$ cat src/rtl/lsb_bit_walker.sv
// Set-bit enumerator: captures a word, then streams the index of each set bit,
// lowest first, over a valid/ready handshake while clearing it from the residual.
module lsb_bit_walker #(
  parameter  int WIDTH = 32,
  localparam int IDXW  = $clog2(WIDTH)
) (
  input  logic             clk,
  input  logic             rst_n,
  input  logic [WIDTH-1:0] in1,
  input  logic             load,
  output logic             busy,
  output logic             idx_valid,
  input  logic             idx_ready,
  output logic [IDXW-1:0]  idx,
  output logic             idx_last,
  output logic [WIDTH-1:0] remain,
  output logic [IDXW:0]    count,
  output logic             done
);

  localparam int CW = IDXW + 1;

  typedef enum logic {
    IDLE = 1'b0,
    RUN  = 1'b1
  } state_e;

  state_e           state_q, state_d;
  logic [WIDTH-1:0] remain_q, remain_d;
  logic [CW-1:0]    count_q, count_d;
  logic             done_q, done_d;

  logic [WIDTH-1:0] remain_cleared;
  logic [IDXW-1:0]  lowest_idx;
  logic             single_bit;
  logic             in_run;
  logic             beat_accept;

  // Residual with its lowest set bit removed; zero means that bit was the last one.
  assign remain_cleared = remain_q & (remain_q - WIDTH'(1));
  assign single_bit     = (remain_cleared == '0);
  assign in_run         = (state_q == RUN);
  assign beat_accept    = in_run && idx_ready;

  // Count-trailing-zeros: scanning high to low lets the lowest set bit win.
  // NOTE: every variable written in always_comb gets a default first, so no path
  // through the block can leave it unassigned and infer a latch.
  always_comb begin
    lowest_idx = '0;
    for (int i = WIDTH - 1; i >= 0; i--) begin
      if (remain_q[i]) begin
        lowest_idx = IDXW'(i);
      end
    end
  end

  always_comb begin
    state_d  = state_q;
    remain_d = remain_q;
    count_d  = count_q;
    done_d   = 1'b0;

    unique case (state_q)
      IDLE: begin
        if (load) begin
          remain_d = in1;
          count_d  = '0;
          if (in1 != '0) begin
            state_d = RUN;
          end else begin
            done_d = 1'b1;
          end
        end
      end

      RUN: begin
        // load is deliberately ignored here: a walk in progress is never restarted.
        if (beat_accept) begin
          remain_d = remain_cleared;
          count_d  = count_q + CW'(1);
          if (single_bit) begin
            state_d = IDLE;
            done_d  = 1'b1;
          end
        end
      end

      default: begin
        state_d = IDLE;
      end
    endcase
  end

  // NOTE: sequential state uses non-blocking assignments so every flop samples
  // the pre-edge value of every other flop, independent of statement order.
  always_ff @(posedge clk or negedge rst_n) begin
    if (!rst_n) begin
      state_q  <= IDLE;
      remain_q <= '0;
      count_q  <= '0;
      done_q   <= 1'b0;
    end else begin
      state_q  <= state_d;
      remain_q <= remain_d;
      count_q  <= count_d;
      done_q   <= done_d;
    end
  end

  // Index outputs are forced to zero outside RUN so consumers never see stale data.
  assign busy      = in_run;
  assign idx_valid = in_run;
  assign idx       = in_run ? lowest_idx : '0;
  assign idx_last  = in_run && single_bit;
  assign remain    = remain_q;
  assign count     = count_q;
  assign done      = done_q;

endmodule

$ cat config.mk
export PLATFORM = sky130hd
export DESIGN_NAME = lsb_bit_walker
export DESIGN_NICKNAME = d
export VERILOG_FILES = /design/src/rtl/lsb_bit_walker.sv
export SDC_FILE = /design/constraint.sdc
export NUM_CORES = 1
export LEC_CHECK = 0
export ABC_AREA = 1
export CORE_MARGIN = 4
export CORE_UTILIZATION = 25
export CTS_CLUSTER_DIAMETER = 200
export CTS_CLUSTER_SIZE = 40
export DETAILED_ROUTE_END_ITERATION = 16
export PLACE_DENSITY_LB_ADDON = 0.15
export SLEW_MARGIN = 5
export SYNTH_ARGS = -nofsm -noshare
export SYNTH_HDL_FRONTEND = slang
export SYNTH_SLANG_ARGS = --single-unit
$ cat constraint.sdc
create_clock -name clk -period 2.4 [get_ports clk]
set_input_delay 0.48 -clock clk [delete_from_list [all_inputs] [get_ports clk]]
set_output_delay 0.48 -clock clk [all_outputs]
set_load 0.03 [all_outputs]
-- Word-level counts from Yosys, hierarchy flattened
Cells that the tools add are included.
- flip-flop bits (word level): 40
- memories kept: 0
- bits in latches: 0
- logic and storage cells: 64
- output and inout port bits: 47
- input port bits: 36
- bits in writable memories: 0
- bits in read-only memories: 0
- equal/unequal tests: 2
- reductions and logical operators: 5
- bitwise operators: 2
- shifts and indexed selects: 0
- order comparisons: 0
- multiplexer cells: 49
- divide/modulo/power cells: 0
- add/subtract/negate cells: 2
- multipliers: 0
- operator list (cell ; number):
    2-to-1 mux 5 bit ; 33
    2-to-1 mux 32 bit ; 2
    one-hot mux 32 bit (2 select lines) ; 1
    bitwise AND 32 bit ; 1
    zero test 32 bit ; 1
    nonzero test 32 bit ; 1
    subtractor 32 x 1 -> 32 bit, second input constant ; 1
    2-to-1 mux 6 bit ; 2
    one-hot mux 6 bit (2 select lines) ; 1
    2-to-1 mux 1 bit ; 8
    adder 6 x 1 -> 6 bit, second input constant ; 1
    one-hot mux 1 bit (2 select lines) ; 2
    logical AND 1 bit ; 2
    inequality test 2 x 1 -> 1 bit, second input constant ; 1
    inequality test 2 bit, second input constant ; 1
    AND reduction 2 bit ; 1
    inverter 1 bit ; 1

-- Logic depth before layout (Yosys ltp)
Gate-level depths: netlist of the first run.
- depth in word-level cells: 33
- gate-level depth with buffers: 31
- depth with buffers taken out: 31

-- Least setup slack after synthesis of the first run
Ideal clock, no wire load.
- kind: flip-flop to output port
- start: reg remain_q[2], in the netlist remain[2]
- end: out idx_last
- stages on the path, launching flop included: 18
- data arrival time: 2.600 ns
- slack: -0.680 ns
- path buffers: 0
- data required time: 1.920 ns
- cell sequence: dfrtp_1 -> inv_1 -> nand2_1 -> nor2_4 -> inv_2 -> nor2_8 -> inv_2 -> nor2_4 -> inv_2 -> nor2_4 -> nand3_2 -> nor2_1 -> inv_2 -> o31ai_4 -> inv_2 -> nor3_2 -> nand4_1 -> nor4_2
- word-level cells in the longest chain between the ends: 4
- ends and longest elaborated chain (item ; line ; text):
    from (decl) ; 29 ; logic [WIDTH-1:0] remain_q, remain_d;
    from (signal assigned) ; 104 ; remain_q <= remain_d;
    subtractor 32 x 1 -> 32 bit ; 40 ; assign remain_cleared = remain_q & (remain_q - WIDTH'(1));
    bitwise AND 32 bit * ; 40 ;
    zero test 32 bit * ; 41 ; assign single_bit = (remain_cleared == '0);
    logical AND 1 bit * ; 114 ; assign idx_last = in_run && single_bit;
    to (decl) ; 15 ; output logic idx_last,
Mark *: on every way between the ends. The rest lies on a longest branch, timed or not.

-- Final worst setup path of the first run
- start: reg remain_q[1], in the netlist remain[1]
- end: out idx_last
Same word-level chain as after synthesis.

==> results, run 1 <==
- The number of primary I/O pins is 83.
- The antenna violation net count after detailed routing is 0.
- The total count of max-transition violations in the final report was 0.
- The synthesized area per cell is 6.87 um2.
- The critical path goes through nor2_4 -> inv_2 -> nor2_4 -> inv_4 -> nor2_8 -> inv_2 -> nor2_4 -> nand2_4 -> nand2_1 -> nand2_1 -> nor4_2 -> nand4_1 -> nor4_1 -> nand4_1 -> nor4_4 -> buf_4.
- The final layout contains 608 nets.
- The largest fanout of any net on the critical path is 6.
- The total number of vias is 3269.
- The net switching component of the power is 2590 uW.
- The combined area of the multi-input logic cells is 1520 um2.
- For this run, the top clock speed supported by timing is 0.309 GHz.
- In the final layout, the share of cells above drive strength 1 is 0.316.
- The sum of net half-perimeters after detailed placement is 8070 um.
- The clock period minus worst slack is 3.24 ns.
- The count of clock tree sinks is 40.
- The number of optimization iterations in the first detailed-route pass is 4.
- At the worst endpoint, the required time is 1.92 ns.
- The maximum resistive drop on vdd is 0.452 mV.
- The startpoint identified for the worst register-to-register timing path is remain[1].
- The largest net degree at the start of global routing is 27.
- In this run the cell area measured after placement is 4420 um2.
- The run finished, with violations left.
- In the layout the commonest cells are 111 x buf_4, 75 x clkdlybuf4s50_1, 71 x nand2_1.
- The kind of start point of the critical path is a flip-flop.
- Counting flops and latches in the post-synthesis netlist gives 40.
- In this run the horizontal extent of the chip is 111 um.
- The clock transition at the registers of the reported paths is 0.08 ns.
- The total die area is 12300 um2.
- Summed over all layers, the routed wires come to 10200 um.
- Of the available clock period, the critical path in the final layout requires 1.35.
- Data on the critical path arrives at its endpoint at 2.76 ns.
- 0 antenna diodes ended up in the layout.
- The number of global-route vias before repair was 3450.
- The endpoint identified for the worst register-to-register timing path is busy.
- Using the TritonRoute via totals, the vias-per-cell ratio works out to 4.62.
- The count of buffers added on input and output ports is 82.
- The number of cells on the worst reg-to-reg path is 18.
- The leakage power of the design is 0.00221 uW.
- Setup repair after global routing could not meet its margin everywhere.
- Broken down by cell family, the worst path's largest delay share belongs to simple AND/OR/NAND/NOR gates.
- For the worst-skew pair, the clock arrives at the later sink with an insertion delay of 0.30 ns.
- For flop-to-flop paths, the worst setup slack is -0.22 ns.
- The type of the tightest min-delay check is input port to asynchronous set/reset pin.
- The number of DRC violations after detailed routing is 0.
- The combined flip-flop and latch cell area is 1010 um2.
- The slowest cell on the critical path is dfrtp_2.
- The internal power consumption is 2980 uW.
- Of the total power, the clock network draws 0.082.
- By startpoint and endpoint, the worst setup path is classified as flip-flop to output pin.
- The cell count after synthesis came out at 386.
- The most critical setup path has its startpoint at remain[1].
- The number of setup violations in the final report is 5.
- The die is 111 um tall.
- The cell area after synthesis is 2650 um2.
- The kind of capture point of the worst setup path is an output pin.
- Dividing the detail-routed wire length by the instance count gives 14.5 um.
- The critical path runs through a total of 16 cells.
- The longest clock path from root to sink contains 2 buffers.
- The share of synthesized area in the top cell type comes to 0.377.
- The cell area after layout is 4650 um2.
- Once routing completed, OpenROAD measured the worst setup slack at -0.840 ns.
- The number of antenna violations at the first check in global routing is 0.
- The transition time at the pin with the least slew margin is 0.610 ns.
- The deepest level of the CTS H-tree is 2.
- The filler cells instantiated in the layout total 1050.
- The share of total power dissipated in sequential elements is 0.192.
- The post-placement worst setup slack is -0.721 ns.
- The post-layout total power is 5560 uW.
- The cell occurring most often along the worst timing path is nor2_4.
- The end point of the critical path is idx_last.
- Across every metal layer, demand over resource in global routing totals 0.168.
- Across the routed clock network, the largest skew measured is 0.00784 ns.
- During synthesis, Yosys emitted a total of 0 warnings.
- The area added between synthesis and finish is 75.4%.
- The share of the Yosys chip area taken by registers is 0.377.
- The net count of the mapped netlist is 423.
- The number of CTS-inserted buffers is 5.
- In this run the tightest slew margin relative to its limit is 0.593.
- The total number of placement rows is 37.
- After floorplanning, the core was sized to cover 10300 um2.
- The global placer's final weighted congestion is 0.901.
- In this run, the number of DRC markers left after iteration 0 of detailed routing was 113.
- The cell at the root of the clock tree is clkbuf_8.
- The cell accounting for the most synthesized area is dfrtp_1.
- The final count of hold timing violations is 0.
- The share of total power dissipated in combinational logic is 0.727.
- The first global-routing pass estimated 17000 um of wire.
- The unique cell type count in the Yosys netlist is 30.
- Of the total power, the share spent switching nets is 0.465.
- Across the run, the number of max-cap violations was 0.
- The TritonCTS clock tree is yes.
- Counting both buffers and inverters, the worst setup path holds a total of 4.
- Yosys attributes the largest share of cell area to dfrtp_1 38%, nand2_1 11%, inv_1 7.5%, a21oi_1 7.4%, nor2_1 7.2%.
- The biggest cell delay along the critical path is 0.43 ns.
- The checks that failed: negative setup slack.
- The power density over the cells is 1200 nW/um2.
- For this run the aggregate overflow at the end of global routing stands at 0.
- The most frequent standard cell in the layout excluding fill and tap cells is buf_4.
- The initial cell density of the core is 0.257.
## area by class of cell
class                   instances  area share
flip-flops and latches         40       0.218
repair buffers                192       0.354
well taps                     136      0.0366
clock buffers                   7      0.0164
clock inverters                 1     0.00108
multi-input cells             272       0.326
inverters                      60      0.0489
## metal layers
metal  share of wire  GRT usage  up-vias
met4          0.0080     0.0337        0
li1                -          -     1666
met2            0.47      0.284       69
met1            0.48      0.225     1527
met3           0.042     0.0284        7
met5               0          0        -
## kinds of logic after synthesis
| kind of cell | count (synthesis) | share of synthesized area |
|---|---|---|
| and+or+nand+nor | 162 | 0.275 |
| AOI/OAI and AO/OA | 109 | 0.236 |
| buffers and inverters | 74 | 0.106 |
| DFF | 40 | 0.377 |
| adders and majority gates | 1 | 0.00472 |
## repair_timing
action,in CTS,in global routing
hold buffers,0,0
gates resized for setup,25,17
pin swaps,10,7
setup buffers,1,1
setup endpoints to repair,7,11
## through the flow
step	utilization	std cells	hold slack (ns)	TNS [ns]
2_1_floorplan	-	386	0.184	-1.51
3_3_place_gp	0.428	698	0.490	-1.51
3_5_place_dp	0.428	698	0.490	-1.92
4_1_cts	0.445	707	0.216	-2.13
5_1_grt	0.451	708	0.224	-3.30
6_report	0.451	708	0.180	-1.97
## power by group through the flow
| stage | sequential, uW | combinational, uW | clock (uW) |
|---|---|---|---|
| 4_1_cts | 1060 | 3970 | 474 |
| 3_3_place_gp | 1060 | 3810 | 0 |
| 6_report | 1070 | 4040 | 454 |
| 2_1_floorplan | 1590 | 1350 | 0 |
| 5_1_grt | 1100 | 4390 | 496 |
| 3_5_place_dp | 1070 | 3820 | 0 |
## worst min path at each step
stage / start / end / slack (ns) / cells after the start
after global routing: rst_n / remain[18] / 0.22 / 1
after global placement: count[4] / count[4] / 0.49 / 1
after CTS: rst_n / remain[18] / 0.22 / 1
final: rst_n / remain[20] / 0.18 / 1
after floorplan: rst_n / busy / 0.18 / 0
after detailed placement: count[4] / count[4] / 0.49 / 1
## flip-flops by register name, summed over array words and instances, names as in the netlist
signal,flops
count,6
done,1
remain,32
busy,1
## cells in the mapped netlist
cell,count
clkinv_1,1
nand4_1,4
a41oi_1,1
nor2_8,1
nand2_1,75
o21ai_0,31
nand2_2,1
nor2_4,3
ha_1,1
buf_4,1
nand3_2,1
a31oi_1,4
o22ai_1,20
a22o_1,1
dfrtp_1,40
nor2_2,1
nor3_2,2
buf_1,2
nor3_1,7
o211ai_1,11
a21oi_1,39
inv_1,53
nor2_1,51
nor4_1,11
o21ai_1,1
nand3_1,4
clkbuf_1,11
nor4_2,1
inv_2,6
o31ai_4,1
No activity file was read; power rests on OpenSTA's default activity.
==> run 2, diff against run 1 <==
Clock period 2.4 ns to 3.26 ns, I/O delays scaled along.
==> results, run 2 (same netlist as run 1, synthesis figures left out) <==
- For flop-to-flop paths, the worst setup slack is 0.50 ns.
- The kind of cell with the highest combined delay on the critical path is simple AND/OR/NAND/NOR gates.
- The total die area is 12300 um2.
- The sum of overflow across all layers after global routing is 0.
- The die is 111 um wide.
- In the final routed layout, each cell accounts on average for 15.1 um.
- The number of setup violations in the final report is 1.
- For this run, the share of the core covered by cells in the final layout is 0.380.
- The global-route wire length before repair is 15400 um.
- The worst setup path is launched from a flip-flop.
- The tightest min-delay check is of the input port to asynchronous set/reset pin type.
- The clock period minus worst slack is 3.43 ns.
- The worst setup path is of the flip-flop to output pin kind.
- CTS saw 40 sinks.
- The number of buffer and inverter stages on the critical path is 7.
- The leakage power of the design is 0.00180 uW.
- The cell at the root of the clock tree is clkbuf_8.
- Counting stages on the worst path, the most repeated cell is inv_2.
- The post-layout total power is 3420 uW.
- For this design the ratio of total power to cell area is 874 nW/um2.
- The share of cells above drive strength 1 is 0.128.
- During I/O placement, the number of pins put on the boundary was 83.
- The global-route total usage across every layer is 0.151.
- The area of the core is 10300 um2.
- The detail route stage leaves a number of antenna-violating nets equal to 0.
- The smallest setup slack after layout is -0.172 ns.
- The total wire length after detailed routing is 9420 um.
- The largest net degree at the start of global routing is 41.
- The global placer's final weighted congestion is 0.883.
- Setup repair after global routing could not meet its margin everywhere.
- The count of input and output buffers is 82.
- The number of CTS-inserted buffers is 5.
- The slowest stage of the critical path is the dfrtp_1 cell.
- The initial cell density of the core is 0.257.
- The clock tree synthesis step divided the H-tree into 2 levels.
- For the worst setup path, the data required time is 2.61 ns.
- The number of cells in the design after placement is 611.
- At the end of the flow, the number of nets in the layout was 522.
- The clock tree skew after final layout is 0.00705 ns.
- The biggest cell delay along the critical path is 0.42 ns.
- The arrival time at the worst endpoint is 2.78 ns.
- The maximum resistive drop on vdd is 0.357 mV.
- The routed layout has 3002 vias.
- The TritonCTS clock tree is yes.
- The number of DRC violations after detailed routing is 0.
- The kind of capture point of the worst setup path is an output pin.
- The register with the most flip-flops in the layout has 32 of them.
- The number of antenna violations at the first check in global routing is 0.
- The final cell count without fillers is 622.
- The portion of the clock cycle consumed by the worst path in the final layout is 1.05.
- Summed over all nets, the half-perimeter wirelength after detailed placement is 7380 um.
- The total of fill cells in the finished design is 1106.
- From bottom edge to top edge, the die measures 111 um.
- After the first detailed-routing iteration, the DRC count stood at 152.
- After clock tree synthesis, the clock-pin slew on the worst setup and hold paths is 0.08 ns.
- The number of global-route vias before repair is 3007.
- The final reports fail on negative setup slack.
- From synthesis to final layout, the design area changed by 47.7%.
- At the pin with the least slew margin, the transition time is 0.929 ns.
- The initialized floorplan defines 37 standard-cell rows.
- The signal on the critical path passes through nor2_2 -> inv_2 -> nor2_4 -> inv_4 -> nor2_8 -> inv_2 -> nor2_4 -> inv_2 -> nor2_4 -> nand3_2 -> nor2_2 -> inv_2 -> o31ai_4 -> inv_2 -> nor3_2 -> nand4_1 -> nor4_4 -> buf_6.
- The most frequent standard cell in the layout excluding fill and tap cells is clkdlybuf4s50_1.
- In the layout the commonest cells are 76 x clkdlybuf4s50_1, 74 x nand2_1, 51 x inv_1.
- The number of optimization iterations in the first detailed-route pass is 4.
- The flow ran to the end, but the final reports show violations.
- The total count of max-transition violations in the final report was 0.
- The number of diodes is 0.
- The worst pin sits at a relative slew slack of 0.381.
- Across the run, the number of max-cap violations was 0.
- Based on the critical path, the design can be clocked at up to 0.291 GHz.
- Before CTS, the worst setup slack after placement is -0.0102 ns.
- In the routed layout, each cell is associated on average with a via count of 4.83.
- In this run the worst path has a maximum fanout of 5.
- In this run the deepest clock path goes through 2 buffers.
- Buffers inserted to repair hold after CTS numbered 0.
- The clock insertion delay at the later pin of the skew report is 0.29 ns.
- The final count of hold timing violations was 0.
## run 2: cell count changes in the layout (fill, tap and decap cells not counted), sizes merged
cell and delta:
buf -89, bufinv +1, clkdlybuf4s50 +1, dlymetal6s2s +1
## run 2: worst paths after layout
check,startpoint,endpoint,cells past startpoint
worst min register to register,count[4],count[4],1
worst min-delay path,rst_n,remain[14],1
min in group clk,count[4],count[4],1
worst max register to register,remain[1],busy,21
max in group asynchronous,rst_n,remain[26],1
worst max-delay path,remain[1],idx_last,18
## run 2: cell type report
cell class	instances	area, um2	area share
multi-input combinational	272	1420	0.362
sequential	40	1000	0.255
tap	136	170	0.0434
timing repair buffer	106	993	0.254
clock buffer	6	72.6	0.0185
inverter	60	228	0.0581
clock inverter	2	35.0	0.00894
## run 2: timing repair
item	CTS	global route
setup endpoints to repair	3	4
pin swaps	3	3
buffers inserted	2	1
gates resized for setup	10	13
## run 2: through the flow
stage / setup TNS, ns / hold slack, ns / instance area [um2]
3_3_place_gp: 0 / 0.499 / 3730
4_1_cts: -0.259 / 0.502 / 3880
3_5_place_dp: -0.0102 / 0.483 / 3730
5_1_grt: -0.654 / 0.531 / 3920
2_1_floorplan: 0 / 0.356 / 2650
6_report: -0.172 / 0.497 / 3920
## run 2: power breakdown
part           internal, uW  total, uW  switching [uW]
clock network           228        407             180
registers               662        837             176
logic                   834       2180            1350
total                  1720       3420            1700
## run 2: metal layers
metal,GRT usage,part of all wire
met3,0.0306,0.051
met1,0.215,0.49
met2,0.241,0.46
met4,0.0213,0.0035
met5,0,0
==> run 3, diff against run 2 <==
Settings changed: CTS_CLUSTER_DIAMETER 200 to default.
==> results of run 3 <==
Final layout, timing and power as in run 2 (identical DEF).
